### src/rtl/status_flag_unit_pkg.sv
`default_nettype none
// ---------------------------------------------------------------------------
// Module   : status_flag_unit_pkg
// Purpose  : Shared CPU constants for the status flag unit: FSM states,
//            branch-condition codes and the condition evaluation helper.
// Revision : 1.0 - initial release
// ---------------------------------------------------------------------------
package status_flag_unit_pkg;

  typedef enum logic [1:0] {
    ST_IDLE  = 2'd0,
    ST_ACCUM = 2'd1,
    ST_DONE  = 2'd2
  } state_t;

  localparam logic [2:0] COND_ALWAYS = 3'b000;
  localparam logic [2:0] COND_Z      = 3'b001;
  localparam logic [2:0] COND_NZ     = 3'b010;
  localparam logic [2:0] COND_C      = 3'b011;
  localparam logic [2:0] COND_NC     = 3'b100;
  localparam logic [2:0] COND_N      = 3'b101;
  localparam logic [2:0] COND_NN     = 3'b110;
  localparam logic [2:0] COND_NEVER  = 3'b111;

  // Maps a branch-condition code onto the held Z/C/N flags.
  function automatic logic cond_eval(input logic [2:0] sel, input logic z,
                                     input logic c, input logic n);
    logic result;
    case (sel)
      COND_ALWAYS: result = 1'b1;
      COND_Z:      result = z;
      COND_NZ:     result = ~z;
      COND_C:      result = c;
      COND_NC:     result = ~c;
      COND_N:      result = n;
      COND_NN:     result = ~n;
      default:     result = 1'b0;
    endcase
    return result;
  endfunction

endpackage
`default_nettype wire

### src/rtl/status_flag_unit_if.sv
`default_nettype none
// ---------------------------------------------------------------------------
// Module   : status_flag_unit_if
// Purpose  : ALU result-nibble stream, condition select and flag outputs.
// Revision : 1.0 - initial release
// ---------------------------------------------------------------------------
interface status_flag_unit_if;
  logic       Start;
  logic       NibbleValid;
  logic [3:0] Nibble;
  logic       CarryIn;
  logic [2:0] CondSel;
  logic       Busy;
  logic       Done;
  logic       ZeroFlag;
  logic       CarryFlag;
  logic       NegFlag;
  logic       CondTrue;

  modport master (
    output Start, NibbleValid, Nibble, CarryIn, CondSel,
    input  Busy, Done, ZeroFlag, CarryFlag, NegFlag, CondTrue
  );

  modport slave (
    input  Start, NibbleValid, Nibble, CarryIn, CondSel,
    output Busy, Done, ZeroFlag, CarryFlag, NegFlag, CondTrue
  );
endinterface
`default_nettype wire

### src/rtl/status_flag_unit_nor_gate_4_inputs.sv
`default_nettype none
// ---------------------------------------------------------------------------
// Module   : nor_gate_4_inputs
// Purpose  : 4-input NOR with per-input inversion bubbles; high when every
//            (optionally inverted) input bit is 0.
// Revision : 1.0 - initial release
// ---------------------------------------------------------------------------
module nor_gate_4_inputs #(
  parameter logic [3:0] BubblesMask = 4'h0
) (
  input  logic [3:0] in_bits,
  output logic       out_bit
);

  // Bubble on bit i inverts that input before the NOR.
  assign out_bit = ~|(in_bits ^ BubblesMask);

endmodule
`default_nettype wire

### src/rtl/status_flag_unit.sv
`default_nettype none
// ---------------------------------------------------------------------------
// Module   : status_flag_unit
// Purpose  : Accumulates Z/C/N flags over a multi-nibble ALU result and
//            evaluates a branch condition against the held flags.
// Revision : 1.0 - initial release
// ---------------------------------------------------------------------------
module status_flag_unit
  import status_flag_unit_pkg::*;
#(
  parameter int         NrOfNibbles = 4,
  parameter logic [3:0] BubblesMask = 4'h0
) (
  input  logic               GlobalClock,
  input  logic               Reset,
  status_flag_unit_if.slave  bus
);

  // Index of the final nibble; the counter never runs past it.
  localparam logic [2:0] LastIndex = 3'(NrOfNibbles - 1);

  state_t     state, state_next;
  logic [2:0] count, count_next;
  logic       acc, acc_next;
  logic       zero_flag, zero_next;
  logic       carry_flag, carry_next;
  logic       neg_flag, neg_next;
  logic       nibble_zero;

  nor_gate_4_inputs #(
    .BubblesMask (BubblesMask)
  ) u_nibble_zero (
    .in_bits (bus.Nibble),
    .out_bit (nibble_zero)
  );

  // Next-state and flag-update decisions; everything holds by default.
  always_comb begin
    state_next = state;
    count_next = count;
    acc_next   = acc;
    zero_next  = zero_flag;
    carry_next = carry_flag;
    neg_next   = neg_flag;
    case (state)
      ST_IDLE: begin
        if (bus.Start) begin
          state_next = ST_ACCUM;
          count_next = 3'd0;
          acc_next   = 1'b1;
        end
      end
      ST_ACCUM: begin
        if (bus.NibbleValid) begin
          acc_next   = acc & nibble_zero;
          count_next = count + 3'd1;
          if (count == LastIndex) begin
            // Final nibble: publish flags and park the counter at 0.
            state_next = ST_DONE;
            count_next = 3'd0;
            zero_next  = acc & nibble_zero;
            carry_next = bus.CarryIn;
            neg_next   = bus.Nibble[3];
          end
        end
      end
      ST_DONE: begin
        state_next = ST_IDLE;
      end
      default: begin
        state_next = ST_IDLE;
      end
    endcase
  end

  // All state registers; reset discards any partial operation.
  always_ff @(posedge GlobalClock) begin
    if (Reset) begin
      state      <= ST_IDLE;
      count      <= 3'd0;
      acc        <= 1'b1;
      zero_flag  <= 1'b0;
      carry_flag <= 1'b0;
      neg_flag   <= 1'b0;
    end else begin
      state      <= state_next;
      count      <= count_next;
      acc        <= acc_next;
      zero_flag  <= zero_next;
      carry_flag <= carry_next;
      neg_flag   <= neg_next;
    end
  end

  assign bus.Busy      = (state == ST_ACCUM);
  assign bus.Done      = (state == ST_DONE);
  assign bus.ZeroFlag  = zero_flag;
  assign bus.CarryFlag = carry_flag;
  assign bus.NegFlag   = neg_flag;
  assign bus.CondTrue  = cond_eval(bus.CondSel, zero_flag, carry_flag, neg_flag);

endmodule
`default_nettype wire
### src/flat_wrapper.sv
// flat-port wrapper written by rule: the top's interface ports become plain ports
module status_flag_unit_flat import status_flag_unit_pkg::*;
#(
  parameter int         NrOfNibbles = 4,
  parameter logic [3:0] BubblesMask = 4'h0
)
  (GlobalClock, Reset, bus_Start, bus_NibbleValid, bus_Nibble, bus_CarryIn, bus_CondSel, bus_Busy, bus_Done, bus_ZeroFlag, bus_CarryFlag, bus_NegFlag, bus_CondTrue);
  status_flag_unit_if bus_i ();
  input  logic GlobalClock;
  input  logic Reset;
  input wire logic [$bits(bus_i.Start)-1:0] bus_Start;
  input wire logic [$bits(bus_i.NibbleValid)-1:0] bus_NibbleValid;
  input wire logic [$bits(bus_i.Nibble)-1:0] bus_Nibble;
  input wire logic [$bits(bus_i.CarryIn)-1:0] bus_CarryIn;
  input wire logic [$bits(bus_i.CondSel)-1:0] bus_CondSel;
  output wire logic [$bits(bus_i.Busy)-1:0] bus_Busy;
  output wire logic [$bits(bus_i.Done)-1:0] bus_Done;
  output wire logic [$bits(bus_i.ZeroFlag)-1:0] bus_ZeroFlag;
  output wire logic [$bits(bus_i.CarryFlag)-1:0] bus_CarryFlag;
  output wire logic [$bits(bus_i.NegFlag)-1:0] bus_NegFlag;
  output wire logic [$bits(bus_i.CondTrue)-1:0] bus_CondTrue;
  assign bus_i.Start = bus_Start;
  assign bus_i.NibbleValid = bus_NibbleValid;
  assign bus_i.Nibble = bus_Nibble;
  assign bus_i.CarryIn = bus_CarryIn;
  assign bus_i.CondSel = bus_CondSel;
  assign bus_Busy = bus_i.Busy;
  assign bus_Done = bus_i.Done;
  assign bus_ZeroFlag = bus_i.ZeroFlag;
  assign bus_CarryFlag = bus_i.CarryFlag;
  assign bus_NegFlag = bus_i.NegFlag;
  assign bus_CondTrue = bus_i.CondTrue;
  status_flag_unit #(.NrOfNibbles(NrOfNibbles), .BubblesMask(BubblesMask)) u_core (.GlobalClock(GlobalClock), .Reset(Reset), .bus(bus_i));
endmodule
### config.mk
export PLATFORM = sky130hd
export DESIGN_NAME = status_flag_unit_flat
export DESIGN_NICKNAME = d
export VERILOG_FILES = /design/src/rtl/status_flag_unit_pkg.sv /design/src/rtl/status_flag_unit_if.sv /design/src/rtl/status_flag_unit_nor_gate_4_inputs.sv /design/src/rtl/status_flag_unit.sv /design/src/flat_wrapper.sv
export SDC_FILE = /design/constraint.sdc
export NUM_CORES = 1
export LEC_CHECK = 0
export CAP_MARGIN = 0
export CORE_AREA = 3 3 40 42
export DETAILED_ROUTE_END_ITERATION = 10
export DIE_AREA = 0 0 43 45
export PLACE_DENSITY = 0.68
export SLEW_MARGIN = 30
export SYNTH_ARGS = -nofsm -noshare
export SYNTH_HDL_FRONTEND = slang
export SYNTH_HIERARCHICAL = 1
export SYNTH_SLANG_ARGS = --single-unit
export TNS_END_PERCENT = 30
### constraint.sdc
create_clock -name GlobalClock -period 1.9 [get_ports GlobalClock]
set_clock_uncertainty 0.2 [all_clocks]
set_input_delay 0.57 -clock GlobalClock [delete_from_list [all_inputs] [get_ports GlobalClock]]
set_output_delay 0.57 -clock GlobalClock [all_outputs]
set_load 0.02 [all_outputs]
==> Yosys cells after proc, flatten, opt, wreduce, memory -nomap -nowiden <==
Cells that the tools add are included.
{ "op_classes": {"n_addsub": 1, "eq_ne": 12, "n_mux": 12, "bitwise": 4, "n_reduce_logical": 8} }
{ "op_table": {"columns": ["operator", "count"], "rows": [
  ["== test 3 x 2 -> 1 bit (second input constant)", 3],
  ["== test 3 bit (second input constant)", 3],
  ["two-way mux 3 bit", 3],
  ["AND reduction 3 bit", 3],
  ["one-hot mux 1 bit (7 select lines)", 1],
  ["two-way mux 2 bit", 3],
  ["one-hot mux 3 bit (2 select lines)", 1],
  ["!= test 2 bit (second input constant)", 2],
  ["one-hot mux 2 bit (2 select lines)", 1],
  ["OR reduction 4 bit", 1],
  ["adder 3 x 1 -> 3 bit (second input constant)", 1],
  ["== test 3 x 1 -> 1 bit (second input constant)", 1],
  ["logical NOT 3 bit", 1],
  ["inverter 1 bit", 3],
  ["== test 2 x 1 -> 1 bit (second input constant)", 1],
  ["== test 2 bit (second input constant)", 1],
  ["logical NOT 2 bit", 1],
  ["two-way mux 1 bit", 2],
  ["!= test 2 x 1 -> 1 bit (second input constant)", 1],
  ["one-hot mux 1 bit (2 select lines)", 1],
  ["nonzero test 2 bit", 1],
  ["bitwise AND 1 bit", 1],
  ["logical NOT 1 bit", 1]
]} }
{ "word_totals": {"ff_bits": 9, "elab_cells": 43} }

==> Logic depth before layout (Yosys ltp) <==
Gate-level depths: netlist (run 1).
{ "depth": {"word_depth": 5, "ltp_mapped": 4, "depth_no_buf": 4} }

==> Modules after synthesis <==
Netlist (run 1), hierarchy kept.
{ "by_module_without_submodules": {"columns": ["mod", "n_inst", "cells_per_inst", "area_per_inst_um2", "seq_area_each_um2"], "rows": [
  ["status_flag_unit", 1, 54, 490.5, 180.2],
  ["nor_gate_4_inputs", 1, 1, 12.5, 0.0]
]} }

==> Worst setup path before layout (run 1) <==
Ideal clock, no wire load.
{ "synth_path": {"path_type": "input port to output port", "from": "input port bus_CondSel[0]", "to": "output port bus_CondTrue", "t_arrival_ns": 1.252, "t_required_ns": 1.130, "setup_slack_ns": -0.122, "path_stages": 2, "path_buffers": 0, "cell_sequence": "o32a_1 > a21oi_1"} }
{ "synth_between": {"elab_chain_cells": 2, "word_cells_on_any_way": 8, "classes_between": "eq/ne (6); mux (1); reduce/logical (1)"} }
{ "synth_lines": {"columns": ["element", "line", "source"], "rows": [
  ["start: declaration", "flat_wrapper.sv:15", "input wire logic [$bits(bus_i.CondSel)-1:0] bus_CondSel;"],
  ["== test 3 bit, or another cell as far along", "status_flag_unit_pkg.sv:29", "case (sel)"],
  ["one-hot mux 1 bit (7 select lines) *", "status_flag_unit_pkg.sv:29", null],
  ["end: declaration", "flat_wrapper.sv:21", "output wire logic [$bits(bus_i.CondTrue)-1:0] bus_CondTrue;"]
]} }
Mark *: on every way between the ends. The rest lies on a longest branch, timed or not.

==> Worst setup path after layout (run 1) <==
{ "layout_path": {"from": "input port bus_CondSel[1]", "to": "output port bus_CondTrue"} }
Same word-level chain as after synthesis.

==> results.tsv, run 1 <==
stage	metric	value	unit
sta	tns	-0.232	ns
global_route	grt_util_met1	16.5	%
global_route	grt_pass1_vias	492	
global_route	grt_max_degree	8	
min_path	min_path_type	flip-flop to flip-flop	
global_route	grt_pass1_wl	2000	microns
die	fp.dieW	43	microns
critical_path	cp-start-kind	primary input	
run_status	status	finished, violations left	
sta	setup_violations	1	
routing	routed_wl	1130	microns
die	core	0.00128	sq mm
sta	slew_viol_final	0	
synth	synthArstFlopShare	0	%
synth	synth.avg_cell_area	9.15	sq um
synth	yosysUniqueCellTypes	23	
placement	globalplace.congestion	0.708	
die	die_y	45	microns
critical_path	required	1.13	ns
sta	fmax	469	MHz
critical_path	r2r-start	u_core/count[0]	
synth	synthTopCellsByCount	nand2b_1 (10), dfxtp_1 (9), mux2i_1 (5)	
sta	period_needed	2.13	ns
synth	synth_fp_nets	68	
routing	final_antenna_net_count	0	
synth	syn-instance-count	55	
synth	netlist.top_cell.by_area	dfxtp_1	
global_route	antenna_found_initial	0	
sta	finalHoldViolCount	0	
synth	seq_area_frac_synth	35.8	%
power	p_leak	0.364	nW
synth	ys_warn_count	6	
die	dieArea	0.00194	sq mm
clock_tree	clk_latency	0.26	ns
clock_tree	h-tree-depth	1	
placement	hpwl	878	microns
placement	port_buffers	17	
global_route	grt_usage	13.8	%
clock_tree	cts.sinks	9	
die	pin_count	18	
routing	vias_per_cell	4.88	
critical_path	cp-startpoint	bus_CondSel[1]	
die	rows	13	
die	start_util	39.1	%
critical_path	slowest_delay	0.28	ns
run_status	violations	setup timing	
final_layout	fin_util	66.0	%
final_layout	regArea	183	sq um
synth	synth_area	503	sq um
global_route	grt-ovfl-total	0	
sta	grt_setup_unrepaired	true	
power	vdd_drop_max	0.289	mV
final_layout	diodes	0	
critical_path	worstPathCellList	buf_6 -> mux2_4 -> a211oi_4 -> a21oi_4 -> buf_6	
critical_path	slowest_stage	mux2_4	
synth	yosysMostFrequentCell	nand2b_1	
synth	synth_edf_count	0	
clock_tree	cts.path.max_buffers	2	
global_route	gr-usage-met3	3.98	%
global_route	grt.busiest_layer	met2	
synth	synth_area_leaders	dfxtp_1 (36%), nand2b_1 (12%), mux2i_1 (10%)	
routing	drc_errors	0	
final_layout	multi_input_area	348	sq um
sta	final.setup.worst_slack	-0.232	ns
routing	vias	508	
global_route	grt_use_met2	22.5	%
flow_run	max_cap_viol_count	0	
synth	synthFlopType	dfxtp_1	
clock_tree	cts-buffers-inserted	3	
sta	fin_crit_sh	112	%
critical_path	crit_fanout	4	
critical_path	critical_path.most_common_cell	buf_6	
critical_path	cp.arrival	1.36	ns
final_layout	fillCellCount	105	
clock_tree	cts_tree	built	
routing	routedWlPerCell	10.9	microns
placement	dp_slack	-1.10	ns
power	powerDensity	526	mW/mm^2
routing	drt_iter0_drc	5	
synth	synth_top_area_share	35.8	%
final_layout	drive_above_1_share	32.6	%
sta	slew_headroom	80.9	%
clock_tree	clockRootBuffer	clkbuf_4	
clock_tree	postCtsHoldBufs	0	
sta	worst_pin_slew	0.279	ns
final_layout	final_nets	103	
final_layout	syn_to_final_growth	68.7	%
synth	postSynthRegisterBits	9	
clock_tree	clk_pin_slew	0.06	ns
critical_path	cp-end-kind	output port	
min_path	hold_start	u_core/count[2]	
routing	drt_first_pass_iters	2	
critical_path	worstSetupPathType	primary input to output port	
## per-stage QoR
stage / cells / area [sq um] / power [W] / hold slack [ns]
2_1_floorplan: 55 / 532 / 0.000243 / 0.235
3_3_place_gp: 99 / 815 / 0.000298 / 0.254
3_5_place_dp: 99 / 815 / 0.000299 / 0.257
4_1_cts: 103 / 838 / 0.000451 / 0.266
5_1_grt: 104 / 848 / 0.000470 / 0.292
6_report: 104 / 848 / 0.000446 / 0.263
## layout by cell type, fill, tap and decap left out, types with 2 or more instances in the layout
cell type	instances
clkdlybuf4s50_1	8
nor2b_1	3
clkbuf_4	3
dfxtp_2	2
dlygate4sd2_1	3
buf_6	3
a21oi_1	3
inv_1	2
mux2i_1	5
nand2b_1	10
clkbuf_2	2
buf_4	14
nand2_1	3
dfxtp_1	7
or4_1	2
o21ai_0	2
## cell families (layout without fill, tap and decap cells)
kind of cell	after synthesis	after routing	share of synthesized area (%)
AO/OA/AOI/OAI	10	10	12.4
adder cells (fa/ha/maj)	1	1	2.49
AND/OR/NAND/NOR	26	26	34.8
buffers and inverters	3	37	2.24
multiplexers	6	6	12.2
flip-flops	9	9	35.8
## metal layers
metal | part of all wire (%) | vias to the layer above
li1 | - | 264
met1 | 48 | 227
met2 | 45 | 13
met3 | 6.1 | 4
met4 | 1.5 | 0
met5 | 0 | -
## final timing paths
path	end	slack (ns)	cells after the start
setup / recovery	bus_CondTrue	-0.23	5
hold / removal	u_core/count[2]	0.26	2
setup reg to reg	u_core/count[1]	0.34	4
hold reg to reg	u_core/count[2]	0.26	2
## worst max-delay path, delay by kind of cell
| kind | cells | cell delay [ns] |
|---|---|---|
| AOI/OAI and AO/OA | 2 | 0.28 |
| buffers and inverters | 2 | 0.23 |
| muxes | 1 | 0.28 |
## cell type report
class	instances	share of cell area [%]
well taps	15	2.21
repair buffers	31	31.3
multi-input cells	43	41.0
flip-flops and latches	9	21.5
clock buffers	4	3.10
inverters	2	0.885
## where the power goes
group | total [W] | switching (W) | internal (W)
Clock | 0.000148 | 0.0000675 | 0.0000810
Combinational | 0.0000984 | 0.0000385 | 0.0000599
Sequential | 0.000199 | 0.00000474 | 0.000194
## repair_timing
| item | 4_1_cts | 5_1_grt |
|---|---|---|
| gates cloned | 0 | 0 |
| buffers inserted | 0 | 1 |
| resized for setup | 23 | 6 |
| setup endpoints to repair | 6 | 4 |
| pin swaps | 1 | 1 |
## state kept, by name, indices dropped and copies added, names as in the netlist
register and flops:
u_core/count 3, u_core/bus.CarryFlag 1, u_core/state 2, u_core/bus.NegFlag 1
u_core/acc 1, u_core/bus.ZeroFlag 1
No activity file was read; power rests on OpenSTA's default activity.
==> run 2, diff against run 1 <==
==> constraint.sdc (replaced) <==
create_clock -name GlobalClock -period 1.9 [get_ports GlobalClock]
set_clock_uncertainty 0.2 [all_clocks]
set_input_delay 0.285 -clock GlobalClock [delete_from_list [all_inputs] [get_ports GlobalClock]]
set_output_delay 0.285 -clock GlobalClock [all_outputs]
set_load 0.02 [all_outputs]
==> run 2 against run 1 <==
Effect of this change: the run now ends clean; cell count down 9.6%; sequential share of layout area up 2.7 points; critical path depth down 3; hold slack better by 0.0011 ns; die area unchanged; sequential power about the same; first-iteration DRC count up 60%; largest cell class unchanged; largest power group unchanged; highest routed layer unchanged.
==> results.tsv, run 2 (same netlist as run 1, synthesis figures left out) <==
stage	metric	value	unit	change
critical_path	path_buf_inv	2		unchanged
placement	placed_area	718	sq um	-12%
global_route	grt-ovfl-total	0		unchanged
clock_tree	cts-buffers-inserted	3		unchanged
sta	tns	0	ns	+0.232 ns
final_layout	final_cells	94		-9.6%
final_layout	fillCellCount	122		+16%
critical_path	required	1.41	ns	+0.28 ns
clock_tree	cts.sinks	9		unchanged
final_layout	regArea	183	sq um	unchanged
placement	hpwl	814	microns	-7.2%
clock_tree	clk_latency	0.26	ns	about the same
critical_path	cp-startpoint	u_core/bus.NegFlag		
final_layout	final_nets	93		-9.7%
clock_tree	h-tree-depth	1		unchanged
min_path	hold_path_depth	2		unchanged
power	total_power	0.000424	W	-5.0%
clock_tree	clockRootBuffer	clkbuf_4		
routing	vias	464		-8.7%
clock_tree	clk_pin_slew	0.06	ns	about the same
final_layout	top_regs	u_core/count (3), u_core/state (2)		
global_route	antenna_found_initial	0		unchanged
sta	slew_headroom	71.1	%	-9.8 points
power	powerDensity	561	mW/mm^2	+6.8%
final_layout	largest_register	u_core/count		
routing	vias_per_cell	4.94		+1.1%
die	core	0.00128	sq mm	unchanged
global_route	grt_pass1_vias	420		-15%
critical_path	reg2reg_to	u_core/count[1]		
clock_tree	post-cts-setup-buffers	0		unchanged
final_layout	largest_register_ffs	3		unchanged
die	dieArea	0.00194	sq mm	unchanged
die	rows	13		unchanged
final_layout	final_cell_area	754	sq um	-11%
sta	period_needed	1.82	ns	-0.316 ns
sta	slew_viol_final	0		unchanged
final_layout	drive_above_1_share	19.0	%	-14 points
power	p_leak	0.320	nW	-12%
critical_path	r2r_cells	4		unchanged
placement	globalplace.congestion	0.709		+0.16%
die	pin_count	18		unchanged
global_route	grt_max_degree	9		+1
placement	port_buffers	17		unchanged
min_path	holdPathEnd	u_core/count[2]		
die	die_y	45	microns	unchanged
critical_path	worstSetupPathType	flip-flop to output port		
sta	setup_violations	0		-1
clock_tree	cts_tree	built		
critical_path	cp.arrival	1.33	ns	-0.03 ns
clock_tree	cts.path.max_buffers	2		unchanged
routing	drt_first_pass_iters	3		+1
routing	drc_errors	0		unchanged
routing	routedWlPerCell	11.5	microns	+6.0%
critical_path	slowest_delay	0.59	ns	+0.31 ns
routing	final_antenna_net_count	0		unchanged
final_layout	multi_input_area	324	sq um	-6.8%
critical_path	critPathTopFamily	buffers and inverters		
final_layout	mostFrequentLayoutCells	clkdlybuf4s50_1 (11), nand2b_1 (10), dfxtp_1 (7), buf_4 (5), mux2i_1 (5)		
sta	worst_pin_slew	0.434	ns	+0.155 ns
routing	routed_wl	1080	microns	-4.2%
sta	fin_crit_sh	95.6	%	-17 points
critical_path	cp-end-kind	output port		
min_path	hold_start	u_core/count[2]		
global_route	grt_usage	12.3	%	-1.5 points
sta	finalHoldViolCount	0		unchanged
sta	grt_setup_unrepaired	false		
flow_run	max_cap_viol_count	0		unchanged
critical_path	slowest_stage	clkdlybuf4s50_1		
critical_path	worstPathCellList	buf_4 -> clkdlybuf4s50_1		
critical_path	rrSetupSlack	0.36	ns	+0.02 ns
final_layout	diodes	0		unchanged
critical_path	r2r-start	u_core/count[0]		
min_path	min_path_type	flip-flop to flip-flop		
die	start_util	39.1	%	unchanged
sta	fmax	551	MHz	+17%
critical_path	critical_path_cell_count	2		-3
routing	drt_iter0_drc	8		+3
power	vdd_drop_max	0.459	mV	+59%
critical_path	cp-start-kind	flip-flop		
final_layout	syn_to_final_growth	50.0	%	
global_route	grt_pass1_wl	1670	microns	-17%
placement	dp_cells	90		-9.1%
final_layout	final_common_cell	clkdlybuf4s50_1		
die	fp.dieW	43	microns	unchanged
run_status	status	complete, no violations		
critical_path	crit_fanout	3		-1
## run 2: cell count changes in the layout (fill, tap and decap cells not counted), sizes merged
cell	previous run	this run
dlygate4sd2	3	4
clkdlybuf4s50	8	11
clkbuf	6	4
buf	17	5
dlymetal6s2s	0	1
clkdlybuf4s15	1	0
## run 2: layout make-up
cell class                      instances  area share (%)
Clock buffer                            4            3.48
Inverter                                2           0.995
Multi-Input combinational cell         43            43.0
Tap cell                               15            2.49
Sequential cell                         9            24.2
Timing Repair Buffer                   21            25.9
## run 2: worst min-delay path: cells and delay by family, from the launching register on
family / cells / cell delay (ns)
and+or+nand+nor: 1 / 0.07
AOI/OAI and AO/OA: 1 / 0.04
DFF: 1 / 0.32
## run 2: layer usage
layer / track usage, % / vias up / wire length [microns]
met3: 7.17 / 2 / 73
met5: 0 / - / 0
li1: - / 243 / -
met4: 5.42 / 0 / 6
met2: 20.7 / 15 / 537
met1: 12.5 / 204 / 464
## run 2: worst max path at each step
| stage | slack (ns) | to |
|---|---|---|
| finish | 0.08 | bus_NegFlag |
| global placement | -0.45 | bus_CondTrue |
| detailed placement | -0.47 | bus_CondTrue |
| CTS | 0.04 | bus_CondTrue |
| floorplan | 0.23 | bus_CondTrue |
| global route | 0.01 | bus_CondTrue |
## run 2: what timing repair did
action                     CTS  global route
hold buffers                 0             0
pin swaps                    0             1
resized for setup            9             6
setup endpoints to repair    3             2
hold endpoints to repair     0             0
## run 2: per-stage QoR
| step | setup slack, ns | util [%] | hold WS (ns) |
|---|---|---|---|
| floorplan | 0.227 | - | 0.235 |
| global placement | -0.449 | 55.9 | 0.252 |
| detailed placement | -0.473 | 55.9 | 0.257 |
| CTS | 0.0383 | 57.3 | 0.266 |
| global route | 0.0111 | 58.7 | 0.274 |
| finish | 0.0842 | 58.7 | 0.264 |
## run 2: power breakdown
group	total [W]	internal [W]	switching [W]
combinational	0.0000733	0.0000427	0.0000305
clock	0.000151	0.0000811	0.0000696
sequential	0.000200	0.000194	0.00000535
==> run 3, diff against run 2 <==
CORE_AREA = 2 2 39 41   (was 3 3 40 42)
DIE_AREA = 0 0 41 43   (was 0 0 43 45)
==> run 3 against run 2 <==
Effect of this change: total power decreased by 1.6%; fmax is 1.5% lower; clock-buffer cell count stayed put; non-clock buffer count unchanged; critical path type unchanged; highest routed layer is now met3; first-iteration DRC count down 38%.
==> results.tsv, run 3 (same netlist as run 1, synthesis figures left out) <==
stage	metric	value	unit	change
die	start_util	36.3	%	-2.8 points
die	dieArea	0.00176	sq mm	-8.9%
sta	fmax	543	MHz	-1.5%
final_layout	largest_register	u_core/count		
placement	dp_slack	-0.479	ns	-0.00602 ns
die	fp.dieW	41	microns	-4.7%
clock_tree	cts_tree	built		
global_route	grt_max_degree	9		unchanged
die	die_y	43	microns	-4.4%
routing	vias_per_cell	4.95		+0.23%
clock_tree	cts.sinks	9		unchanged
clock_tree	clk_pin_slew	0.06	ns	about the same
critical_path	cp.arrival	1.36	ns	+0.03 ns
sta	setup_violations	0		unchanged
placement	dp_cells	91		+1.1%
final_layout	final_cells	95		+1.1%
clock_tree	h-tree-depth	1		unchanged
final_layout	top_regs	u_core/count (3), u_core/state (2)		
global_route	grt_usage	14.7	%	+2.4 points
final_layout	regArea	181	sq um	-0.68%
sta	tns	0	ns	unchanged
critical_path	worstSetupPathType	flip-flop to output port		
critical_path	crit_fanout	2		-1
min_path	holdPathEnd	u_core/count[2]		
placement	placed_area	719	sq um	+0.17%
min_path	hold_path_depth	2		unchanged
sta	worst_pin_slew	0.433	ns	-0.00140 ns
routing	drt_iter0_drc	5		-3
sta	finalHoldViolCount	0		unchanged
critical_path	cp-start-kind	flip-flop		
routing	routedWlPerCell	11.6	microns	+0.41%
global_route	grt_pass1_vias	441		+5.0%
routing	drc_errors	0		unchanged
sta	final.setup.worst_slack	0.0569	ns	-0.0274 ns
final_layout	largest_register_ffs	3		unchanged
critical_path	cp-end-kind	output port		
final_layout	multi_input_area	317	sq um	-2.3%
clock_tree	clk_latency	0.26	ns	about the same
die	rows	14		+1
routing	drt_first_pass_iters	4		+1
sta	slew_viol_final	0		unchanged
critical_path	slowest_stage	mux2_2		
sta	period_needed	1.84	ns	+0.0274 ns
global_route	grt-ovfl-total	0		unchanged
global_route	grt_pass1_wl	1770	microns	+6.2%
critical_path	worstPathCellList	mux2_2 -> a211oi_2 -> a21oi_1 -> buf_2		
flow_run	max_cap_viol_count	0		unchanged
min_path	min_path_type	flip-flop to flip-flop		
die	pin_count	18		unchanged
placement	hpwl	839	microns	+3.1%
final_layout	fillCellCount	133		+9.0%
min_path	hold_start	u_core/count[2]		
placement	port_buffers	17		unchanged
power	intPower	0.000316	W	-0.70%
power	p_clk_share	35.0	%	-0.6 points
routing	vias	470		+1.3%
die	core	0.00138	sq mm	+7.7%
power	vdd_drop_max	0.427	mV	-7.0%
critical_path	reg2reg_to	u_core/count[1]		
final_layout	syn_to_final_growth	48.3	%	
critical_path	critPathTopFamily	multiplexers		
global_route	antenna_found_initial	0		unchanged
sta	slew_headroom	71.2	%	+0.094 points
critical_path	r2r-start	u_core/count[0]		
final_layout	final_common_cell	clkdlybuf4s50_1		
critical_path	slowest_delay	0.34	ns	-0.25 ns
critical_path	critical_path_cell_count	4		+2
final_layout	mostFrequentLayoutCells	clkdlybuf4s50_1 (12), nand2b_1 (10), dfxtp_1 (8), mux2i_1 (5)		
run_status	status	complete, no violations		
critical_path	r2r_cells	4		unchanged
clock_tree	clockRootBuffer	clkbuf_4		
clock_tree	cts-buffers-inserted	3		unchanged
power	combPwrFrac	17.0	%	-0.3 points
power	p_sw_share	24.2	%	-0.70 points
sta	fin_crit_sh	97.0	%	+1.4 points
power	net-switching-power	0.000101	W	-4.4%
critical_path	required	1.41	ns	about the same
critical_path	path_buf_inv	1		-1
routing	routed_wl	1100	microns	+1.5%
routing	final_antenna_net_count	0		unchanged
final_layout	drive_above_1_share	16.5	%	-2.5 points
final_layout	final_cell_area	746	sq um	-1.2%
placement	globalplace.congestion	0.634		-11%
critical_path	rrSetupSlack	0.35	ns	about the same
power	powerDensity	559	mW/mm^2	-0.46%
power	pwr-share-seq	48.0	%	+0.9 points
clock_tree	postCtsHoldBufs	0		unchanged
final_layout	final_nets	93		unchanged
final_layout	diodes	0		unchanged
power	p_leak	0.310	nW	-3.1%
clock_tree	cts.path.max_buffers	2		unchanged
[run 3: what timing repair did]
action | in CTS | in global routing
endpoints found under the setup margin | 3 | 2
setup buffers | 0 | 0
resized for setup | 8 | 2
gates cloned | 0 | 0
[run 3: cell type report]
class	instances	area share [%]
Clock buffer	4	3.52
Inverter	2	1.01
Multi-Input combinational cell	43	42.4
Sequential cell	9	24.3
Tap cell	16	2.68
Timing Repair Buffer	21	26.0
[run 3: how the worst max path moves through the flow]
stage / start / end
global route: u_core/bus.ZeroFlag / bus_CondTrue
global placement: bus_CondSel[1] / bus_CondTrue
CTS: u_core/state[0] / bus_Done
detailed placement: bus_CondSel[1] / bus_CondTrue
finish: u_core/bus.ZeroFlag / bus_CondTrue
floorplan: u_core/bus.ZeroFlag / bus_CondTrue
[run 3: stage by stage]
stage          utilization (%)  power [W]  hold WS [ns]
4_1_cts                   53.3   0.000423         0.266
6_report                  53.9   0.000417         0.269
5_1_grt                   53.9   0.000439         0.304
3_3_place_gp              52.0   0.000276         0.250
2_1_floorplan                -   0.000237         0.235
3_5_place_dp              52.0   0.000278         0.252
[run 3: routing by layer]
| layer | track usage (%) | share of wire (%) | vias to the layer above |
|---|---|---|---|
| met5 | 0 | 0 | - |
| met4 | 8.00 | 0 | 0 |
| met2 | 22.8 | 51 | 10 |
| met3 | 3.14 | 5.7 | 0 |
| met1 | 17.9 | 43 | 218 |
| li1 | - | - | 242 |
[run 3: worst min-delay path, stage by stage (launching register included)]
cell and delay [ns]:
dfxtp_1 0.32, nand2b_1 0.07, a21oi_1 0.04
[run 3: power by group through the flow]
stage,Sequential (W),Clock [W],Combinational (W)
2_1_floorplan,0.000202,0,0.0000349
3_3_place_gp,0.000204,0,0.0000730
3_5_place_dp,0.000204,0,0.0000745
4_1_cts,0.000200,0.000152,0.0000702
5_1_grt,0.000201,0.000160,0.0000786
6_report,0.000200,0.000146,0.0000709
